**src/rtl/gap_collision.sv**
```systemverilog
// -----------------------------------------------------------------------------
// gap_collision
//
// Per-pixel collision and scoring monitor for the Wild Cube playfield.
// Watches the pixel stream from the horizontal-line renderers and the player
// cube and, once per frame, decides whether the cube hit a line or passed
// cleanly through its gap. Drives the line-motion control (stop), the line
// blink gate (flash), a sticky hit flag and a saturating 8-bit score.
//
// Ports
//   clk           in  1  pixel clock
//   reset         in  1  asynchronous, active-high; clears all state
//   frame         in  1  frame strobe level; rising edge detected here
//   start_machine in  1  game enable (level)
//   active        in  1  current pixel is in the visible region
//   band          in  1  current row lies inside the line band
//   h_line        in  1  a line pixel is lit at the current position
//   cube          in  1  a cube pixel is lit at the current position
//   stop          out 1  1 = line motion runs, 0 = frozen (line flashes)
//   flash         out 1  blink gate for the line renderers
//   hit           out 1  sticky collision indicator
//   score         out 8  count of clean passes, saturating at 255
//
// All outputs are registered. Every frame-level decision is taken in the
// single clock cycle where the rising edge of frame is seen (fr_s), using the
// accumulators of the frame that is just ending.
// -----------------------------------------------------------------------------
module gap_collision (
    input  logic       clk,
    input  logic       reset,
    input  logic       frame,
    input  logic       start_machine,
    input  logic       active,
    input  logic       band,
    input  logic       h_line,
    input  logic       cube,
    output logic       stop,
    output logic       flash,
    output logic       hit,
    output logic [7:0] score
);

    typedef enum logic [1:0] {
        ST_IDLE = 2'd0,
        ST_RUN  = 2'd1,
        ST_HIT  = 2'd2
    } state_t;

    // Saturating score increment: 255 stays at 255.
    function automatic logic [7:0] sat_inc(input logic [7:0] value);
        logic [7:0] result;
        if (value == 8'd255) begin
            result = 8'd255;
        end else begin
            result = value + 8'd1;
        end
        return result;
    endfunction

    // -------------------------------------------------------------------------
    // Internal state
    // -------------------------------------------------------------------------
    logic       frame_q_r;
    logic       ov_r;
    logic       inb_r;
    logic       inb_prev_r;
    logic [6:0] fc_r;
    state_t     state_r;
    logic       stop_r;
    logic       flash_r;
    logic       hit_r;
    logic [7:0] score_r;

    // -------------------------------------------------------------------------
    // Combinational helpers
    // -------------------------------------------------------------------------
    logic       fr_s;
    logic       ov_pix_s;
    logic       inb_pix_s;
    logic       pass_s;
    logic [6:0] fc_inc_s;
    logic       fc_last_s;

    assign fr_s      = frame & ~frame_q_r;
    // Pixels outside the visible region never count, even if line and cube
    // are both lit there.
    assign ov_pix_s  = active & h_line & cube;
    assign inb_pix_s = active & band & cube;
    // Clean pass: cube was inside the band the frame before and has left it
    // in the frame that is ending now.
    assign pass_s    = inb_prev_r & ~inb_r;
    assign fc_inc_s  = fc_r + 7'd1;
    assign fc_last_s = (fc_r == 7'd127);

    assign stop  = stop_r;
    assign flash = flash_r;
    assign hit   = hit_r;
    assign score = score_r;

    // Frame strobe delay register for rising-edge detection.
    always_ff @(posedge clk or posedge reset) begin
        if (reset) begin
            frame_q_r <= 1'b0;
        end else begin
            frame_q_r <= frame;
        end
    end

    // Per-frame overlap / in-band accumulators. The pixel seen in the fr_s
    // cycle already belongs to the new frame, so it is loaded instead of
    // clearing to zero; the decision logic still sees the old-frame value.
    always_ff @(posedge clk or posedge reset) begin
        if (reset) begin
            ov_r       <= 1'b0;
            inb_r      <= 1'b0;
            inb_prev_r <= 1'b0;
        end else if (fr_s) begin
            ov_r       <= ov_pix_s;
            inb_r      <= inb_pix_s;
            inb_prev_r <= inb_r;
        end else begin
            ov_r       <= ov_r | ov_pix_s;
            inb_r      <= inb_r | inb_pix_s;
            inb_prev_r <= inb_prev_r;
        end
    end

    // Game state machine with registered outputs; advances only on fr_s.
    always_ff @(posedge clk or posedge reset) begin
        if (reset) begin
            state_r <= ST_IDLE;
            stop_r  <= 1'b0;
            flash_r <= 1'b1;
            hit_r   <= 1'b0;
            score_r <= 8'd0;
            fc_r    <= 7'd0;
        end else if (fr_s) begin
            case (state_r)
                ST_IDLE: begin
                    flash_r <= 1'b1;
                    hit_r   <= 1'b0;
                    fc_r    <= 7'd0;
                    if (start_machine) begin
                        state_r <= ST_RUN;
                        stop_r  <= 1'b1;
                        score_r <= 8'd0;
                    end else begin
                        state_r <= ST_IDLE;
                        stop_r  <= 1'b0;
                    end
                end

                ST_RUN: begin
                    flash_r <= 1'b1;
                    if (!start_machine) begin
                        state_r <= ST_IDLE;
                        stop_r  <= 1'b0;
                        hit_r   <= 1'b0;
                    end else if (ov_r) begin
                        // Collision outranks a pass seen in the same frame.
                        state_r <= ST_HIT;
                        stop_r  <= 1'b0;
                        hit_r   <= 1'b1;
                        fc_r    <= 7'd0;
                    end else begin
                        state_r <= ST_RUN;
                        stop_r  <= 1'b1;
                        hit_r   <= 1'b0;
                        if (pass_s) begin
                            score_r <= sat_inc(score_r);
                        end else begin
                            score_r <= score_r;
                        end
                    end
                end

                ST_HIT: begin
                    // start_machine is deliberately ignored while flashing.
                    stop_r <= 1'b0;
                    if (fc_last_s) begin
                        state_r <= ST_IDLE;
                        hit_r   <= 1'b0;
                        flash_r <= 1'b1;
                        fc_r    <= 7'd0;
                    end else begin
                        state_r <= ST_HIT;
                        hit_r   <= 1'b1;
                        fc_r    <= fc_inc_s;
                        // Blink: on for counts 0..7, off for 8..15, and so on.
                        flash_r <= ~fc_inc_s[3];
                    end
                end

                default: begin
                    state_r <= ST_IDLE;
                    stop_r  <= 1'b0;
                    flash_r <= 1'b1;
                    hit_r   <= 1'b0;
                    fc_r    <= 7'd0;
                end
            endcase
        end else begin
            state_r <= state_r;
            stop_r  <= stop_r;
            flash_r <= flash_r;
            hit_r   <= hit_r;
            score_r <= score_r;
            fc_r    <= fc_r;
        end
    end

endmodule

```
**config.mk**
```make
export PLATFORM = sky130hd
export DESIGN_NAME = gap_collision
export DESIGN_NICKNAME = d
export VERILOG_FILES = /design/src/rtl/gap_collision.sv
export SDC_FILE = /design/constraint.sdc
export NUM_CORES = 1
export LEC_CHECK = 0
export CORE_UTILIZATION = 48
export DETAILED_ROUTE_END_ITERATION = 12
export HOLD_SLACK_MARGIN = 0.06
export PLACE_DENSITY_LB_ADDON = 0.08
export SYNTH_ARGS = -nofsm -noshare
export SYNTH_HDL_FRONTEND = slang
export SYNTH_SLANG_ARGS = --single-unit
```
**constraint.sdc**
```tcl
create_clock -name clk -period 1.7 [get_ports clk]
set_clock_uncertainty 0.05 [all_clocks]
set_input_delay 0.255 -clock clk [delete_from_list [all_inputs] [get_ports clk]]
set_output_delay 0.255 -clock clk [all_outputs]
set_load 0.01 [all_outputs]
```
==> results of run 1 <==
-- sequential cells by signal, summed over array words and instances (netlist names) --
signal	flops
state_r	2
fc_r	7
inb_prev_r	1
stop	1
hit	1
inb_r	1
score	8
flash	1
frame_q_r	1
ov_r	1
-- per-stage QoR --
step	area (µm²)	utilization [%]	cells	hold WS [ps]	power, µW
floorplan	1320	-	130	219	913
global placement	1590	62.3	184	401	1030
detailed placement	1590	62.3	184	414	1040
CTS	1640	64.4	188	219	1460
global route	1670	65.5	189	281	1540
finish	1670	65.5	189	214	1460
-- cell usage after synthesis, types with 2 or more instances --
library cell,count
a21oi_1,3
dfrtp_1,23
inv_1,6
nand3_1,9
o21a_1,2
a22o_1,6
a21o_1,4
mux2_2,2
o21ai_0,4
a31oi_1,2
o21ai_1,10
o31ai_1,4
nor2_1,7
a21oi_2,3
ha_1,6
nand2_1,15
a32o_1,2
nand2b_1,3
-- per-layer routing --
layer	part of all wire, %	vias up
li1	-	539
met1	48	500
met2	49	24
met3	3.4	2
met4	0.45	0
met5	0	-
-- what timing repair did --
| action | CTS | global route |
|---|---|---|
| cloned | 0 | 0 |
| buffers inserted | 0 | 1 |
| endpoints found under the setup margin | 1 | 9 |
| gates resized for setup | 1 | 7 |
-- power by group through the flow --
stage | Combinational [µW] | Clock, µW | Sequential [µW]
after floorplan | 231 | 0 | 682
after global placement | 357 | 0 | 676
after detailed placement | 363 | 0 | 678
after CTS | 367 | 419 | 669
after global routing | 421 | 440 | 681
final | 378 | 406 | 673
-- final timing paths --
| check | from | to | cells past startpoint |
|---|---|---|---|
| min reg2reg | flash | flash | 2 |
| max reg2reg | state_r[0] | score[5] | 5 |
| max | score[7] | score[7] | 1 |
| min in group clk | frame | frame_q_r | 1 |
| max in group asynchronous | reset | flash | 3 |
| min | reset | score[5] | 3 |
-- cell type report --
cell class	instances	area (µm²)
clock buffers	3	22.5
clock inverters	1	30.0
fillers	213	878
inverters	7	26.3
multi-input cells	97	692
flip-flops and latches	24	608
well taps	30	37.5
repair buffers	27	250
-- cells by family (layout without fill, tap and decap cells) --
| logic type | count (synthesis) | count (layout) | share of synthesized area [%] |
|---|---|---|---|
| simple gates | 45 | 45 | 20.3 |
| compound gates | 43 | 43 | 23.0 |
| flops | 24 | 24 | 45.5 |
| buf+inv | 9 | 38 | 3.12 |
| fa+ha+maj | 6 | 6 | 5.68 |
| mux | 2 | 2 | 1.70 |
| xor+xnor | 1 | 1 | 0.662 |
==> impl_results.md, run 1 <==
* Final GP Congestion at about 0.8
* DP Wirelength at approximately 1900 µm
* First drt pass iteration count at 5
* Residual DRC at 0
* Final period util at 95.2%
* Insertion delay to the later sink of the worst-skew pair at around 310 ps
* Family with the most delay on the worst path: buffers and inverters
* Status: complete, no violations
* Switch Pwr at between 400 and 500 µW
* Layout cell share with drive strength beyond 1 at roughly 20%
* Async set-or-reset flop fraction in the synthesized netlist at 100%
* IO buf count at 18
* RSZ-0062 raised after global routing: no
* Achievable frequency at 0.618 GHz
* Die area at just under 3000 µm²
* CTS HTree Levels at 1
* Power share of the clock group at 27.9%
* Die span in x at ~54 µm
* Clock buffer depth at 2
* HP Class: input port to async pin
* Initial antenna violation count at 0
* Arr. time, crit path at 1310 ps
* Worst Path Max Fanout at 5
* Switching share of power at 28.1%
* Max-slew violations at 0
* Hold Fails Final Rpt at 0
* CTS tree: done
* Critical-path cell list: clkdlybuf4s50_1
* Worst Slack Setup Final at between 80 and 90 ps
* Vias/cell at 5.63
* Worst path max stage delay at about 550 ps
* Top post-synthesis cells by area: dfrtp_1 (44%), ha_1 (5.7%), nand2_1 (4.3%)
* First-pass GRT wire length at roughly 4300 µm
* Setup TNS at 0 ps
* Synth Instances at 130
* Initial DRC Count at 24
* Busiest grt layer: met2
* Max-cap violation count at 0
* Final #Nets at 174
* M3 GR Usage at 2.50%
* Layout Area Growth over Synthesis at 26.0%
* Sequential Power Share at 46.2%
* PD cells at 874 nW/µm²
* Post-synthesis cell type count at 37
* Crit Path Class: flop to output pin
* Synth top area share at 43.5%
* Synth Flop Type: dfrtp_1
* Total grt overflow at 0
* Final setup fails at 0
* Vias in the first global route at 973
* Syn_nets at 144
* Top Ports at 19
* Met2 Usage GRT at 32.5%
* Crit path capture type: output pin
* Warnings, synthesis at 0
* Worst Path Buf+Inv at 1
* Post-synth EDFFs at 0
* Post-DR wirelength/cell at between 10 and 15 µm
* ANT cells at 0
* Final wirelength at approximately 2700 µm
* GRT Util Overall at about 20%
* Worst-Margin Slew at 309 ps
* FF+latch count, synth at 24
* Leak Pwr at 0.000728 µW
* Critical-path top delay cell: clkdlybuf4s50_1
* Cell Area, Synth at 1320 µm²
* CTS Buf Count at 3
* Leading area contributor after synthesis: dfrtp_1
* Cts hold-fix bufs at 0
* Most common cell after layout, fill and taps aside: dfrtp_1
* Place WS at -1.50 ps
* Pin count of the biggest net entering global routing at 25
* Min Tclk post-route at approximately 1600 ps
* Internal at 1050 µW
* Core area at around 2500 µm²
* Relative slew slack at approximately four fifths
* Std-Cell Rows at 18
* Comb pwr share at about a quarter
* Initial Util at 52.0%
* Commonest non-fill, non-tap cells in the layout: dfrtp_1 (18), clkdlybuf4s50_1 (17), nand2_1 (15)
* Post-synthesis sequential area ratio at 45.5%
* Post-DRT Antenna Nets at 0
* Max VDD drop at 0.666 mV
* Post-synthesis area per instance at a little over 10 µm²
* Critical Path Start Type: flop
* Clk slew on worst S/H paths at 140 ps
* Clock Sinks at 24
* Via count at 1065
* R2r setup slk at 110 ps
* Die height at 54.5 µm
* Root buffer cell: clkbuf_4
* Worst EP required at 1390 ps
* Met1 GRT Util at approximately 27%
No activity file was read; power rests on OpenSTA's default activity.
==> run 2, diff against run 1 <==
--- a/config.mk
+++ b/config.mk
@@ -5,7 +5,7 @@
 export SDC_FILE = /design/constraint.sdc
 export NUM_CORES = 1
 export LEC_CHECK = 0
-export CORE_UTILIZATION = 48
+export CORE_UTILIZATION = 57
 export DETAILED_ROUTE_END_ITERATION = 12
 export HOLD_SLACK_MARGIN = 0.06
 export PLACE_DENSITY_LB_ADDON = 0.08
==> constraint.sdc (replaced) <==
create_clock -name clk -period 2 [get_ports clk]
set_clock_uncertainty 0.05 [all_clocks]
set_input_delay 0.3 -clock clk [delete_from_list [all_inputs] [get_ports clk]]
set_output_delay 0.3 -clock clk [all_outputs]
set_load 0.01 [all_outputs]
==> run 2 against run 1 <==
  * Non-clock buffer count fell by 6
  * Utilization increased by 6.7 points
  * Count of clock-buffer cells in the layout rose by 1
  * Sequential power shrank 15%
  * Worst hold slack improved by 27 ps
  * First-iteration DRC count rose by 21%
  * Sequential cell count unchanged
  * Critical endpoint is now score[5]
==> impl_results.md, run 2 (synthesis gave the netlist of run 1 again) <==
* Status: complete, no violations (unchanged)
* Final period util at 92.5%
* Initial DRC Count at 29 (was 24)
* Die area at 2520 µm² (was 2970 µm²)
* IO buf count at 18 (unchanged)
* Final wirelength at 2730 µm (was 2650 µm)
* Final GP Congestion at 0.827 (was 0.796)
* Most common cell after layout, fill and taps aside: dfrtp_1 (unchanged)
* ANT cells at 0 (unchanged)
* Min Tclk post-route at around 1800 ps
* Critical-path top delay cell: dfrtp_1 (was clkdlybuf4s50_1)
* Top Ports at 19 (unchanged)
* Std-Cell Rows at 17 (was 18)
* Die height at 50.2 µm (was 54.5 µm)
* Via count at 1095 (was 1065)
* Relative slew slack at 73.7% (was 79.4%)
* Layout Area Growth over Synthesis at 19.6% (was 26.0%)
* Insertion delay to the later sink of the worst-skew pair at 310 ps (about the same)
* PD cells at 706 nW/µm² (was 874 nW/µm²)
* Achievable frequency at 0.541 GHz
* Final Power at 1120 µW (was 1460 µW)
* Worst Path Buf+Inv at 1 (unchanged)
* Core area at 2190 µm² (was 2540 µm²)
* Initial Util at 60.4% (was 52.0%)
* Max-slew violations at 0 (unchanged)
* Cts hold-fix bufs at 0 (unchanged)
* RSZ-0062 raised after global routing: no (unchanged)
* Clock Sinks at 24 (unchanged)
* Design area at 1580 µm² (was 1670 µm²)
* Non-filler cells in the finished layout at 181 (was 189)
* Fillcell total at 181 (was 213)
* Final core occ at 72.2% (was 65.5%)
* Crit path top cell by count: a21o_1
* CTS tree: done (unchanged)
* Layout cell share with drive strength beyond 1 at 13.1% (was 20.1%)
* Initial antenna violation count at 0 (unchanged)
* Die span in x at 50.2 µm (was 54.5 µm)
* Post-DRT Antenna Nets at 0 (unchanged)
* Post-DR wirelength/cell at 15.1 µm (was 14.0 µm)
* CTS Buf Count at 3 (unchanged)
* Crit Path Class: flop to flop (was flop to output pin)
* First drt pass iteration count at 7 (was 5)
* Max-cap violation count at 0 (unchanged)
* Total grt overflow at 0 (unchanged)
* Worst Path Max Fanout at 9 (was 5)
* Vias in the first global route at 1007 (was 973)
* Family with the most delay on the worst path: compound AO/OA/AOI/OAI gates (was buffers and inverters)
* Worst path max stage delay at 450 ps (was 550 ps)
* Max VDD drop at 0.486 mV (was 0.666 mV)
* Critical-path cell list: inv_1, ha_1, nand4bb_4, a21o_1, a21o_1, a22o_1 (was clkdlybuf4s50_1)
* Clock buffer depth at 2 (unchanged)
* Clk slew on worst S/H paths at 130 ps (was 140 ps)
* Dpl cells at 177 (was 184)
* Final #Nets at 168 (was 174)
* Max reg flops at 8 (unchanged)
* Arr. time, crit path at 2020 ps (was 1310 ps)
* CTS HTree Levels at 1 (unchanged)
* DP Area at 1550 µm² (was 1590 µm²)
* Post-CTS Setup Inserts at 0 (unchanged)
* Pin count of the biggest net entering global routing at 14 (was 25)
* Leak Pwr at 0.000691 µW (was 0.000728 µW)
* Commonest non-fill, non-tap cells in the layout: dfrtp_1 (23), clkdlybuf4s50_1 (18), nand2_1 (15) (was dfrtp_1 (18), clkdlybuf4s50_1 (17), nand2_1 (15))
* DP Wirelength at 2050 µm (was 1920 µm)
* Root buffer cell: clkbuf_4 (unchanged)
* Residual DRC at 0 (unchanged)
* Worst EP required at 2170 ps (was 1390 ps)
* Crit path capture type: flop (was output pin)
* First-pass GRT wire length at 4720 µm (was 4260 µm)
* Vias/cell at 6.05 (was 5.63)
* Worst-Margin Slew at 394 ps (was 309 ps)
* Setup TNS at 0 ps (unchanged)
* Final setup fails at 0 (unchanged)
* Cts repair resizes at 0 (was 1)
* Hold Fails Final Rpt at 0 (unchanged)
* HP Class: input port to async pin (unchanged)
* R2r setup slk at 150 ps (was 110 ps)
* GRT Util Overall at 25.2% (was 20.0%)
* Critical Path Start Type: flop (unchanged)
-- run 2: worst min-delay path, delay by kind of cell --
family / cells / cell delay, ps
buffers and inverters: 3 / 680
-- run 2: final timing paths --
check | startpoint | cells past startpoint | end
worst max-delay path | state_r[1] | 6 | score[5]
worst min-delay path | reset | 3 | fc_r[6]
worst max register to register | state_r[1] | 6 | score[5]
worst min register to register | flash | 2 | flash
max in group asynchronous | reset | 3 | flash
min in group clk | flash | 2 | flash
-- run 2: cell type report --
| class | instances | area [µm²] | share of cell area, % |
|---|---|---|---|
| clock buffers | 4 | 36.3 | 2.29 |
| inverters | 7 | 26.3 | 1.66 |
| multi-input cells | 97 | 679 | 43.0 |
| flip-flops and latches | 24 | 602 | 38.1 |
| well taps | 28 | 35.0 | 2.22 |
| repair buffers | 21 | 203 | 12.8 |
-- run 2: per-stage QoR --
step           hold slack [ps]  setup slack (ps)
2_1_floorplan              264               404
3_3_place_gp               401               256
3_5_place_dp               416               175
4_1_cts                    245               157
5_1_grt                    258              54.4
6_report                   241               150
-- run 2: metal layers --
layer,track usage (%),vias up,routed length [µm]
met2,40.0,35,1320
met1,34.1,527,1250
li1,-,524,-
met4,11.0,0,62
met5,0,-,0
met3,3.64,9,88
-- run 2: report_power, final --
part           internal, µW  total, µW  switching [µW]  leakage [µW]
Sequential              529        572            42.4      0.000321
Combinational           134        291             157      0.000349
Clock                   111        254             142     0.0000210
